**config.mk**
```make
export PLATFORM = sky130hd
export DESIGN_NAME = branch_resolve_unit
export DESIGN_NICKNAME = d
export VERILOG_FILES = /design/src/rtl/branch_resolve_unit.sv
export SDC_FILE = /design/constraint.sdc
export NUM_CORES = 1
export LEC_CHECK = 0
export CAP_MARGIN = 20
export CORE_ASPECT_RATIO = 0.8
export CORE_UTILIZATION = 35
export CTS_BUF_LIST = sky130_fd_sc_hd__clkbuf_4
export DETAILED_ROUTE_END_ITERATION = 12
export GPL_ROUTABILITY_DRIVEN = 0
export PLACE_DENSITY_LB_ADDON = 0.3
export SLEW_MARGIN = 20
export SYNTH_ARGS = -nofsm -noshare
export SYNTH_HDL_FRONTEND = slang
export SYNTH_SLANG_ARGS = --single-unit
export TNS_END_PERCENT = 50
```
**constraint.sdc**
```tcl
create_clock -name CLK -period 2.5 [get_ports CLK]
set_input_delay 0.5 -clock CLK [delete_from_list [all_inputs] [get_ports CLK]]
set_output_delay 0.5 -clock CLK [all_outputs]
set_load 0.01 [all_outputs]
```
**src/rtl/branch_resolve_unit.sv**
```systemverilog
// Branch/jump resolution stage: evaluates B-type conditions, JAL/JALR targets
// and mispredict, through a 1- or 2-stage valid/ready pipe. Option: BRU_PERF_CNT_EN.
module branch_resolve_unit #(
  parameter int XLEN   = 32,
  parameter int STAGES = 1
) (
  input  logic            CLK,
  input  logic            RST_N,
  input  logic            FLUSH,
  input  logic            IN_VALID,
  output logic            IN_READY,
  input  logic [XLEN-1:0] RS1V,
  input  logic [XLEN-1:0] RS2V,
  input  logic [XLEN-1:0] PC,
  input  logic [XLEN-1:0] IMM,
  input  logic [2:0]      OP,
  input  logic [1:0]      KIND,
  input  logic            PRED_TAKEN,
  input  logic [XLEN-1:0] PRED_TARGET,
  output logic            OUT_VALID,
  input  logic            OUT_READY,
  output logic            TAKEN,
  output logic [XLEN-1:0] TARGET,
  output logic            MISPRED,
  output logic            ILLEGAL
`ifdef BRU_PERF_CNT_EN
  ,
  output logic [31:0]     CNT_BRANCH,
  output logic [31:0]     CNT_TAKEN,
  output logic [31:0]     CNT_MISPRED
`endif
);

  logic            w_eq;
  logic            w_lt;
  logic            w_ltu;
  logic            w_taken;
  logic            w_illegal;
  logic            w_jalr;
  logic [XLEN-1:0] w_jmp;
  logic [XLEN-1:0] w_target;
  logic            w_a_ready;
  logic            w_a_load;
  logic            w_a_mispred;

  logic            r_a_valid;
  logic            r_a_taken;
  logic            r_a_illegal;
  logic            r_a_pred_taken;
  logic [XLEN-1:0] r_a_target;
  logic [XLEN-1:0] r_a_pred_target;

  assign w_eq   = RS1V == RS2V;
  assign w_lt   = $signed(RS1V) < $signed(RS2V);
  assign w_ltu  = RS1V < RS2V;
  assign w_jalr = KIND == 2'b11;
  assign w_jmp  = (w_jalr ? RS1V : PC) + IMM;

  // Direction and reserved-funct3 detection
  always_comb begin
    w_taken   = 1'b0;
    w_illegal = 1'b0;
    unique case (KIND)
      2'b01: begin
        unique case (OP)
          3'b000:  w_taken = w_eq;
          3'b001:  w_taken = !w_eq;
          3'b100:  w_taken = w_lt;
          3'b101:  w_taken = !w_lt;
          3'b110:  w_taken = w_ltu;
          3'b111:  w_taken = !w_ltu;
          default: w_illegal = 1'b1;
        endcase
      end
      2'b10, 2'b11: w_taken = 1'b1;
      default:      w_taken = 1'b0;
    endcase
  end

  assign w_target = !w_taken ? PC + XLEN'(4)
                  : w_jalr   ? {w_jmp[XLEN-1:1], 1'b0}
                  : w_jmp;

  assign IN_READY = w_a_ready;
  assign w_a_load = w_a_ready & IN_VALID;

  assign w_a_mispred = (r_a_taken != r_a_pred_taken)
                     | (r_a_taken & (r_a_target != r_a_pred_target));

  // Stage A: register direction, target and prediction
  always_ff @(posedge CLK or negedge RST_N) begin
    if (!RST_N) begin
      r_a_valid       <= 1'b0;
      r_a_taken       <= 1'b0;
      r_a_illegal     <= 1'b0;
      r_a_pred_taken  <= 1'b0;
      r_a_target      <= '0;
      r_a_pred_target <= '0;
    end else begin
      if (FLUSH)
        r_a_valid <= 1'b0;
      else if (w_a_ready)
        r_a_valid <= IN_VALID;
      if (w_a_load) begin
        r_a_taken       <= w_taken;
        r_a_illegal     <= w_illegal;
        r_a_pred_taken  <= PRED_TAKEN;
        r_a_target      <= w_target;
        r_a_pred_target <= PRED_TARGET;
      end
    end
  end

`ifdef BRU_PERF_CNT_EN
  logic r_a_br;
  logic w_out_br;
  logic w_xfer;

  // Stage A: remember whether the entry is a control-flow op
  always_ff @(posedge CLK or negedge RST_N) begin
    if (!RST_N)
      r_a_br <= 1'b0;
    else if (w_a_load)
      r_a_br <= KIND != 2'b00;
  end
`endif

  generate
    if (STAGES == 2) begin : g_two
      logic            r_b_valid;
      logic            r_b_taken;
      logic            r_b_illegal;
      logic            r_b_mispred;
      logic [XLEN-1:0] r_b_target;
      logic            w_b_ready;

      assign w_b_ready = !r_b_valid | OUT_READY;
      assign w_a_ready = !r_a_valid | w_b_ready;

      // Stage B: register mispredict and hold result for the consumer
      always_ff @(posedge CLK or negedge RST_N) begin
        if (!RST_N) begin
          r_b_valid   <= 1'b0;
          r_b_taken   <= 1'b0;
          r_b_illegal <= 1'b0;
          r_b_mispred <= 1'b0;
          r_b_target  <= '0;
        end else begin
          if (FLUSH)
            r_b_valid <= 1'b0;
          else if (w_b_ready)
            r_b_valid <= r_a_valid;
          if (w_b_ready && r_a_valid) begin
            r_b_taken   <= r_a_taken;
            r_b_illegal <= r_a_illegal;
            r_b_mispred <= w_a_mispred;
            r_b_target  <= r_a_target;
          end
        end
      end

      assign OUT_VALID = r_b_valid;
      assign TAKEN     = r_b_taken;
      assign TARGET    = r_b_target;
      assign MISPRED   = r_b_mispred;
      assign ILLEGAL   = r_b_illegal;

`ifdef BRU_PERF_CNT_EN
      logic r_b_br;

      // Stage B: carry the control-flow flag alongside the result
      always_ff @(posedge CLK or negedge RST_N) begin
        if (!RST_N)
          r_b_br <= 1'b0;
        else if (w_b_ready && r_a_valid)
          r_b_br <= r_a_br;
      end

      assign w_out_br = r_b_br;
`endif
    end else begin : g_one
      assign w_a_ready = !r_a_valid | OUT_READY;
      assign OUT_VALID = r_a_valid;
      assign TAKEN     = r_a_taken;
      assign TARGET    = r_a_target;
      assign MISPRED   = w_a_mispred;
      assign ILLEGAL   = r_a_illegal;
`ifdef BRU_PERF_CNT_EN
      assign w_out_br  = r_a_br;
`endif
    end
  endgenerate

`ifdef BRU_PERF_CNT_EN
  assign w_xfer = OUT_VALID & OUT_READY & !FLUSH;

  // Event counters on each delivered result
  always_ff @(posedge CLK or negedge RST_N) begin
    if (!RST_N) begin
      CNT_BRANCH  <= '0;
      CNT_TAKEN   <= '0;
      CNT_MISPRED <= '0;
    end else if (w_xfer) begin
      if (w_out_br) CNT_BRANCH  <= CNT_BRANCH + 32'd1;
      if (TAKEN)    CNT_TAKEN   <= CNT_TAKEN + 32'd1;
      if (MISPRED)  CNT_MISPRED <= CNT_MISPRED + 32'd1;
    end
  end
`endif

endmodule

```
==> results.md, run 1 <==
- The run finished, with violations left.
- The checks that failed: setup timing.
- The tree built by TritonCTS fans out to 68 sinks.
- The final layout contains routed wiring with a total length of between 20000 and 25000 um.
- After clock tree synthesis, the clock-pin slew on the worst setup and hold paths is 0.10 ns.
- Setup repair after global routing could not meet its margin everywhere.
- The initial antenna violation count is 0.
- Timing would allow up to 0.346 GHz.
- Measured against its own limit, the worst slew margin works out to 65.3%.
- For this design the static power due to leakage is between 5 and 6 nW.
- The count of yosys warnings during synthesis is 0.
- The number of antenna diodes in the final layout is 0.
- The deepest clock path buffer count is 2.
- In the final layout, the share of cells above drive strength 1 is between 30% and 40%.
- The post-synthesis share of cell area spent on full adders, half adders and majority gates is 12.9%.
- Entering global routing, the biggest net connects 48 pins.
- The end-of-flow core utilization is 64.9%.
- The largest family of logic cells by synthesized area is simple AND/OR/NAND/NOR gates.
- In the post-synthesis netlist, the biggest area contributors are sky130_fd_sc_hd__dfrtp_1 27%, sky130_fd_sc_hd__ha_1 13%, sky130_fd_sc_hd__nand2_1 10%.
- Net switching is roughly 37% of the power.
- After floorplanning, the core was sized to cover ~18000 um^2.
- For this run, the leading register cell type out of synthesis is sky130_fd_sc_hd__dfrtp_1.
- In this run the worst path has a maximum fanout of 6.
- Registers are responsible for 31.0% of the overall power.
- The length of routed met3 wiring is between 1500 and 2000 um.
- The transition time at the pin with the least slew margin is around 0.52 ns.
- The slack of the critical path is -0.394 ns.
- Data on the critical path is required at its endpoint by 2.79 ns.
- STA classifies the critical path startpoint as an input pin.
- The clock latency on the worst-skew pair is approximately 0.40 ns.
- The wire length of the first global-routing pass is between 30000 and 40000 um.
- The endpoint arrival time on the critical path is between 3 and 4 ns.
- The overall die height is approximately 120 um.
- The final hold violation count is 0.
- The pre-antenna-repair detailed-routing pass consisted of 7 iterations.
- Summing the areas of all xor and xnor instances in the mapped netlist gives 12.2% of the synthesized area.
- The netlist uses 54 different library cells.
- The max-slew violation count is 0.
- The number of max-capacitance violations reported is 0.
- For this block, the initial DRC count from the detailed router was approximately 520.
- The clock network is responsible for between 10% and 20% of the overall power.
- Yosys mapped a number of flops with a built-in enable equal to 0.
- After synthesis the netlist holds a flip-flop and latch count of around 70.
- The number of nets in the synthesized netlist is around 1000.
- sky130_fd_sc_hd__nand2_1 is the most common cell in the netlist.
- The share of synthesized registers carrying an async set or reset is 100%.
- The type of element capturing the critical path is a flip-flop.
- The area of the die is 18800 um^2.
- Summing over every cut layer, the via total after detailed routing is roughly 7300.
- In this run the biggest area consumer among cell types represents 26.7% of the synthesized area.
- Of the available clock period, the critical path in the final layout requires 116%.
- Setup violations remaining at the end of the flow were counted as 33.
- The overall global routing resource usage is 24.6%.
- Global routing finished with a remaining overflow of 0.
- The internal power consumption is 2.99 mW.
- The starting density of the core is 36.2%.
- After synthesis, flip-flops and latches occupy between 20% and 30% of the total area.
- IR analysis of the VDD net gives a maximum drop of 0.000229 V.
- The number of top-level pins is 208.
- The number of remaining DRC errors is 0.
- Dividing the detail-routed wire length by the instance count gives around 17 um.
- The post-synthesis cell count is roughly 800.
- The worst hold path belongs to the class input pin to asynchronous set/reset pin.
- Of the post-synthesis cell area, the part taken by muxes is between 6 and 7%.
- The synthesized design spends more area on one cell type than any other, namely sky130_fd_sc_hd__dfrtp_1.
- The shortest period the worst path allows is between 2 and 3 ns.
- Power spread over the standard cell area amounts to between 400 and 500 nW/um^2.
- Ranked by instance count, the synthesized netlist is headed by 174 x sky130_fd_sc_hd__nand2_1, 68 x sky130_fd_sc_hd__dfrtp_1, 64 x sky130_fd_sc_hd__ha_1, 57 x sky130_fd_sc_hd__a21oi_1, 57 x sky130_fd_sc_hd__xnor2_1.
- The routed design uses around 11000 um of met2 wire.
- In this run the cell area of the synthesized design comes to 6380 um^2.
- The count of nets left with antenna violations once routing finished came out at 0.
- In this run the core area contains 43 standard-cell rows.
- The simple-gate share of the synthesized area is between 20 and 25%.
- The average cell area after synthesis is slightly below 8 um^2.
- TritonCTS built the clock tree.
- By startpoint and endpoint, the worst setup path is classified as input pin to flip-flop.
- The fraction of power consumed by combinational cells is approximately 57%.
- From left edge to right edge, the die measures ~150 um.
- The area added between synthesis and finish is 79.0%.
- The worst slack on hold paths is 0.0672 ns.
- After detailed routing, the number of vias per cell comes to between 5 and 6.
- The final net count is 1433.
- The H-tree depth is 3.
- Across the routed clock network, the largest skew measured is ~0.015 ns.
- The via count of the first global-routing pass was 6920.
- The count of buffers inserted at the top-level ports is slightly above 200.
- In this run the clock root is driven by a sky130_fd_sc_hd__clkbuf_4.
- The synthesized-area fraction occupied by ao, oa, aoi and oai cells is roughly 15%.
- The detailed-routing wirelength on met1 is roughly 12000 um.
- The highest metal layer with signal wires is met4.
- Summed over all nets, the switching power comes to roughly 1.8 mW.
- Detailed placement finished with a half-perimeter wire length of about 18000 um.
- The number of buffers added by the clock tree synthesis step is 9.
-- what timing repair did --
action	in CTS	in global routing
buffers inserted	30	13
hold buffers	0	0
gates resized for setup	306	99
pin swaps	74	56
setup endpoints to repair	34	34
gates cloned	6	0
hold endpoints to repair	0	0
-- critical path, stage by stage --
cell,delay (ns)
sky130_fd_sc_hd__buf_4,0.13
sky130_fd_sc_hd__ha_4,0.23
sky130_fd_sc_hd__nand4_1,0.16
sky130_fd_sc_hd__nor2_1,0.07
sky130_fd_sc_hd__a221o_1,0.33
sky130_fd_sc_hd__a211o_1,0.31
sky130_fd_sc_hd__o21a_1,0.20
sky130_fd_sc_hd__or4_4,0.63
sky130_fd_sc_hd__buf_12,0.19
sky130_fd_sc_hd__buf_16,0.14
sky130_fd_sc_hd__mux2i_2,0.19
sky130_fd_sc_hd__o21ai_1,0.09
-- cell families after synthesis --
family          count (synthesis)
compound gates                166
xor+xnor                       89
fa+ha+maj                      65
buf+inv                        64
flops                          68
mux                            38
simple gates                  315
-- power groups by stage --
stage,combinational [mW],clock (mW),sequential [mW]
finish,2.71,0.578,1.48
global route,2.93,0.660,1.51
CTS,2.56,0.601,1.48
detailed placement,2.29,0,1.50
global placement,2.25,0,1.49
floorplan,1.09,0,1.49
-- cell type report --
class / instances / area, um^2
clock inverter: 4 / 16.3
fill: 1443 / 6180
inverter: 39 / 164
multi-input combinational: 674 / 5490
sequential: 68 / 1700
tap: 225 / 282
clock buffer: 12 / 90.1
timing repair buffer: 405 / 3670
-- routing by layer --
layer	track usage, %	vias to the layer above
li1	-	3597
met3	3.50	26
met1	36.0	3364
met5	0	-
met2	38.3	288
met4	5.11	0
-- path summary, 6_finish.rpt --
kind	start	to	slack, ns	cells after the start
max	RS1V[26]	TARGET[26]	-0.39	12
max reg2reg	OUT_VALID	r_a_pred_target[1]	0.98	5
max in group asynchronous	RST_N	r_a_pred_target[19]	1.80	2
min	RST_N	TARGET[12]	0.07	1
min reg2reg	r_a_pred_target[8]	r_a_pred_target[8]	0.50	2
min in group CLK	r_a_pred_target[8]	r_a_pred_target[8]	0.50	2
-- state kept, by name, summed over array words and instances (netlist names) --
name / cells
ILLEGAL: 1
OUT_VALID: 1
r_a_pred_taken: 1
r_a_pred_target: 32
TARGET: 32
TAKEN: 1
-- through the flow --
| stage | cell area [um^2] | setup WS, ns | TNS (ns) | total power [mW] | cells |
|---|---|---|---|---|---|
| 6_report | 11400 | -0.394 | -10.05 | 4.77 | 1427 |
| 5_1_grt | 11400 | -0.471 | -12.96 | 5.09 | 1427 |
| 4_1_cts | 11100 | -0.334 | -9.07 | 4.64 | 1416 |
| 3_5_place_dp | 10100 | -1.33 | -37.81 | 3.79 | 1365 |
| 3_3_place_gp | 10100 | -1.30 | -36.38 | 3.75 | 1365 |
| 2_1_floorplan | 6750 | -0.531 | -11.04 | 2.58 | 805 |
-- cells in the final DEF (no fill, tap or decap), drive strengths merged, types with 18 or more instances in the layout --
master | Yosys | final
xor2 | 32 | 32
clkbuf | 16 | 20
a21oi | 58 | 58
nand4 | 18 | 18
dfrtp | 68 | 68
nand2 | 174 | 175
inv | 39 | 39
ha | 64 | 64
mux2 | 31 | 31
xnor2 | 57 | 57
nand3 | 31 | 31
clkdlybuf4s50 | 0 | 130
buf | 9 | 228
o21ai | 55 | 55
dlygate4sd2 | 0 | 18
nor2 | 39 | 39
No activity file was read; power rests on OpenSTA's default activity.
==> run 2, diff against run 1 <==
Settings changed: SLEW_MARGIN 20 to unset.
==> results of run 2 <==
No change in the layout: final DEF, timing and power equal those of run 1.
==> run 3, diff against run 2 <==
Clock period 2.5 ns to 2.6 ns, I/O delays scaled along.
==> results.md, run 3 (same netlist as run 1, synthesis figures left out) <==
- The biggest cell delay along the critical path is 0.60 ns (-0.03 ns).
- The final reports fail on setup timing.
- The clock tree from TritonCTS is built.
- The fmax is about 0.35 GHz.
- After layout, the worst path uses 111% of the clock period.
- The die width is 153 um (unchanged).
- The sink count of the clock tree was 68 (unchanged).
- The internal power consumption is 2.80 mW (-6.2%).
- The transition time at the pin with the least slew margin came to 0.529 ns (+0.00903 ns).
- The H-tree depth is 3 (unchanged).
- The portion of total power attributed to the clock network was 11.7% (-0.4 points).
- The end-of-flow core utilization was 64.1% (-0.83 points).
- Leaving out fill and tap cells, the most frequent cells in the layout are 164 x sky130_fd_sc_hd__nand2_1, 160 x sky130_fd_sc_hd__buf_4, 133 x sky130_fd_sc_hd__clkdlybuf4s50_1, 67 x sky130_fd_sc_hd__dfrtp_1, 56 x sky130_fd_sc_hd__xnor2_1.
- The smallest clock period supported by the final layout is computed as roughly 2.9 ns.
- The slack of the critical path is -0.292 ns (+0.102 ns).
- The deepest clock path buffer count was 2 (unchanged).
- The total cell area at the placement stage is 10100 um^2 (-0.12%).
- The count of buffers inserted at the top-level ports was 207 (unchanged).
- The clock-pin slew on the worst setup and hold paths came to 0.09 ns (about the same).
- The max-slew violation count was 0 (unchanged).
- The overall global routing resource usage is 25.1% (+0.48 points).
- The final clock skew is 0.0145 ns (-0.000183 ns).
- Among all stages on the critical path, the largest delay is contributed by sky130_fd_sc_hd__or4_4.
- The post-layout total power is 4.49 mW (-5.9%).
- The aggregate global routing overflow is 0 (unchanged).
- The critical path is of the input pin to flip-flop type.
- The estimated wirelength of the detail-placed design is 18000 um (-0.26%).
- The length of routed met3 wiring is 1310 um (-22%).
- The routed wire length on met2 is 10200 um (-3.0%).
- The standby leakage power was 4.98 nW (-3.0%).
- The area of the die was 18800 um^2 (unchanged).
- The initial antenna violation count is 0 (unchanged).
- The wire length of the first global-routing pass is 37000 um (+2.0%).
- The sequential group share of total power is 31.8% (+0.8 points).
- The net switching power came to 1.69 mW (-5.4%).
- The endpoint arrival time on the critical path is 3.17 ns (-0.02 ns).
- The number of setup violations in the final report came to 33 (unchanged).
- The share of post-route cells with drive strength above 1 came to 36.2% (-1.2 points).
- The first-iteration detailed-routing DRC count is 362 (-30%).
- The reg-to-reg setup timing slack is 1.06 ns (+0.08 ns).
- The starting density of the core was 36.2% (unchanged).
- The number of buffers added by the clock tree synthesis step came to 9 (unchanged).
- The number of buffer and inverter stages on the critical path is 4 (+1).
- The final-layout setup total negative slack was -7.62 ns (+2.43 ns).
- The worst slack on hold paths came to 0.0802 ns (+0.0129 ns).
- The overall die height is 123 um (unchanged).
- The root buffer cell is sky130_fd_sc_hd__clkbuf_4.
- The post-route cell area is 11300 um^2 (-1.3%).
- The fraction of power consumed by combinational cells is 56.5% (-0.4 points).
- The run finished, with violations left.
- Traced cell by cell, the critical path runs through dlygate4sd2_1, inv_2, ha_4, nand4_1, nor2_2, a221oi_2, a31oi_4, o21a_1, or4_4, buf_8, buf_12, mux2i_2, o21ai_1.
- The number of max-capacitance violations reported came to 0 (unchanged).
- The switching power as a share of total power was 37.7% (+0.22 points).
- The highest layer touched by signal routing is met4.
- Setup repair after global routing could not meet its margin everywhere.
- The count of placed standard cells including taps was 1365 (unchanged).
- The final hold violation count was 0 (unchanged).
- The number of cell rows is 43 (unchanged).
- The via count normalized by instance count is 5.06 (-0.66%).
- Compared with the post-synthesis result, the final layout area differs by 76.7%.
- The maximum fanout encountered on the critical timing path is 11 (+5).
- The number of top-level pins is 208 (unchanged).
- The number of remaining DRC errors came to 0 (unchanged).
- The required arrival time at the worst endpoint is 2.88 ns (+0.09 ns).
- The type of element launching the critical path is an input pin.
- The tightest min-delay check is of the input pin to asynchronous set/reset pin type.
- The headroom to the max-slew limit is 64.7% (-0.60 points).
- The cell family contributing the most delay on the critical path is simple AND/OR/NAND/NOR gates.
- STA classifies the critical path endpoint as a flip-flop.
- The count of nets left with antenna violations after detail routing is 0 (unchanged).
- The antenna cell count is 0 (unchanged).
- The iteration count of the initial detailed-routing pass came to 4 (-3).
- The worst ir drop on vdd is 0.000185 V (-19%).
- The detailed-routing wirelength on met1 is 11500 um (+0.24%).
- Leaving out fill and tap cells, the most frequent cell in the layout is sky130_fd_sc_hd__nand2_1.
- The area inside the core boundary is 17600 um^2 (unchanged).
- The per-cell routed wire length was 16.7 um (-0.79%).
- The worst setup slack before clock tree synthesis was -1.28 ns (+0.0572 ns).
- The via count came to 7085 (-2.6%).
- The post-detailed-routing wire length is 23300 um (-2.7%).
- The number of non-filler instances in the completed layout was 1399 (-2.0%).
- The via count of the first global-routing pass is 7063 (+2.1%).
- The pin count of the biggest net entering global routing was 48 (unchanged).
- The clock latency on the worst-skew pair is 0.41 ns (about the same).
- The final net count came to 1409 (-1.7%).
- The power density over the cells is 398 nW/um^2 (-4.7%).
run 3: layout make-up:
class | count | area [um^2]
clock inverter | 1 | 3.75
multi-input combinational | 674 | 5530
fill | 1452 | 6320
tap | 225 | 282
inverter | 39 | 159
clock buffer | 11 | 82.6
timing repair buffer | 381 | 3510
sequential | 68 | 1700
run 3: path summary, 6_finish.rpt:
path	from	to	depth (start not counted)
setup / recovery	RS2V[15]	TARGET[22]	13
hold / removal	RST_N	r_a_pred_target[2]	1
setup reg to reg	OUT_VALID	TARGET[19]	4
hold reg to reg	ILLEGAL	ILLEGAL	2
max in group asynchronous	RST_N	TARGET[30]	2
min in group CLK	ILLEGAL	ILLEGAL	2
run 3: timing repair:
action / in CTS / in global routing
pin swaps: 85 / 42
buffers inserted: 14 / 3
gates resized for setup: 321 / 78
gates cloned: 6 / 1
hold buffers: 0 / 0
setup endpoints to repair: 34 / 34
run 3: routing by layer:
layer  up-vias  global-route usage (%)
met5         -                       0
met4         0                    5.68
met3        20                    3.67
met2       234                    40.0
met1      3278                    35.8
li1       3553                       -
run 3: power groups by stage:
| stage | combinational (mW) | sequential [mW] | clock, mW |
|---|---|---|---|
| detailed placement | 2.18 | 1.45 | 0 |
| floorplan | 1.05 | 1.43 | 0 |
| global placement | 2.15 | 1.44 | 0 |
| finish | 2.54 | 1.43 | 0.527 |
| CTS | 2.43 | 1.42 | 0.549 |
| global route | 2.75 | 1.46 | 0.583 |
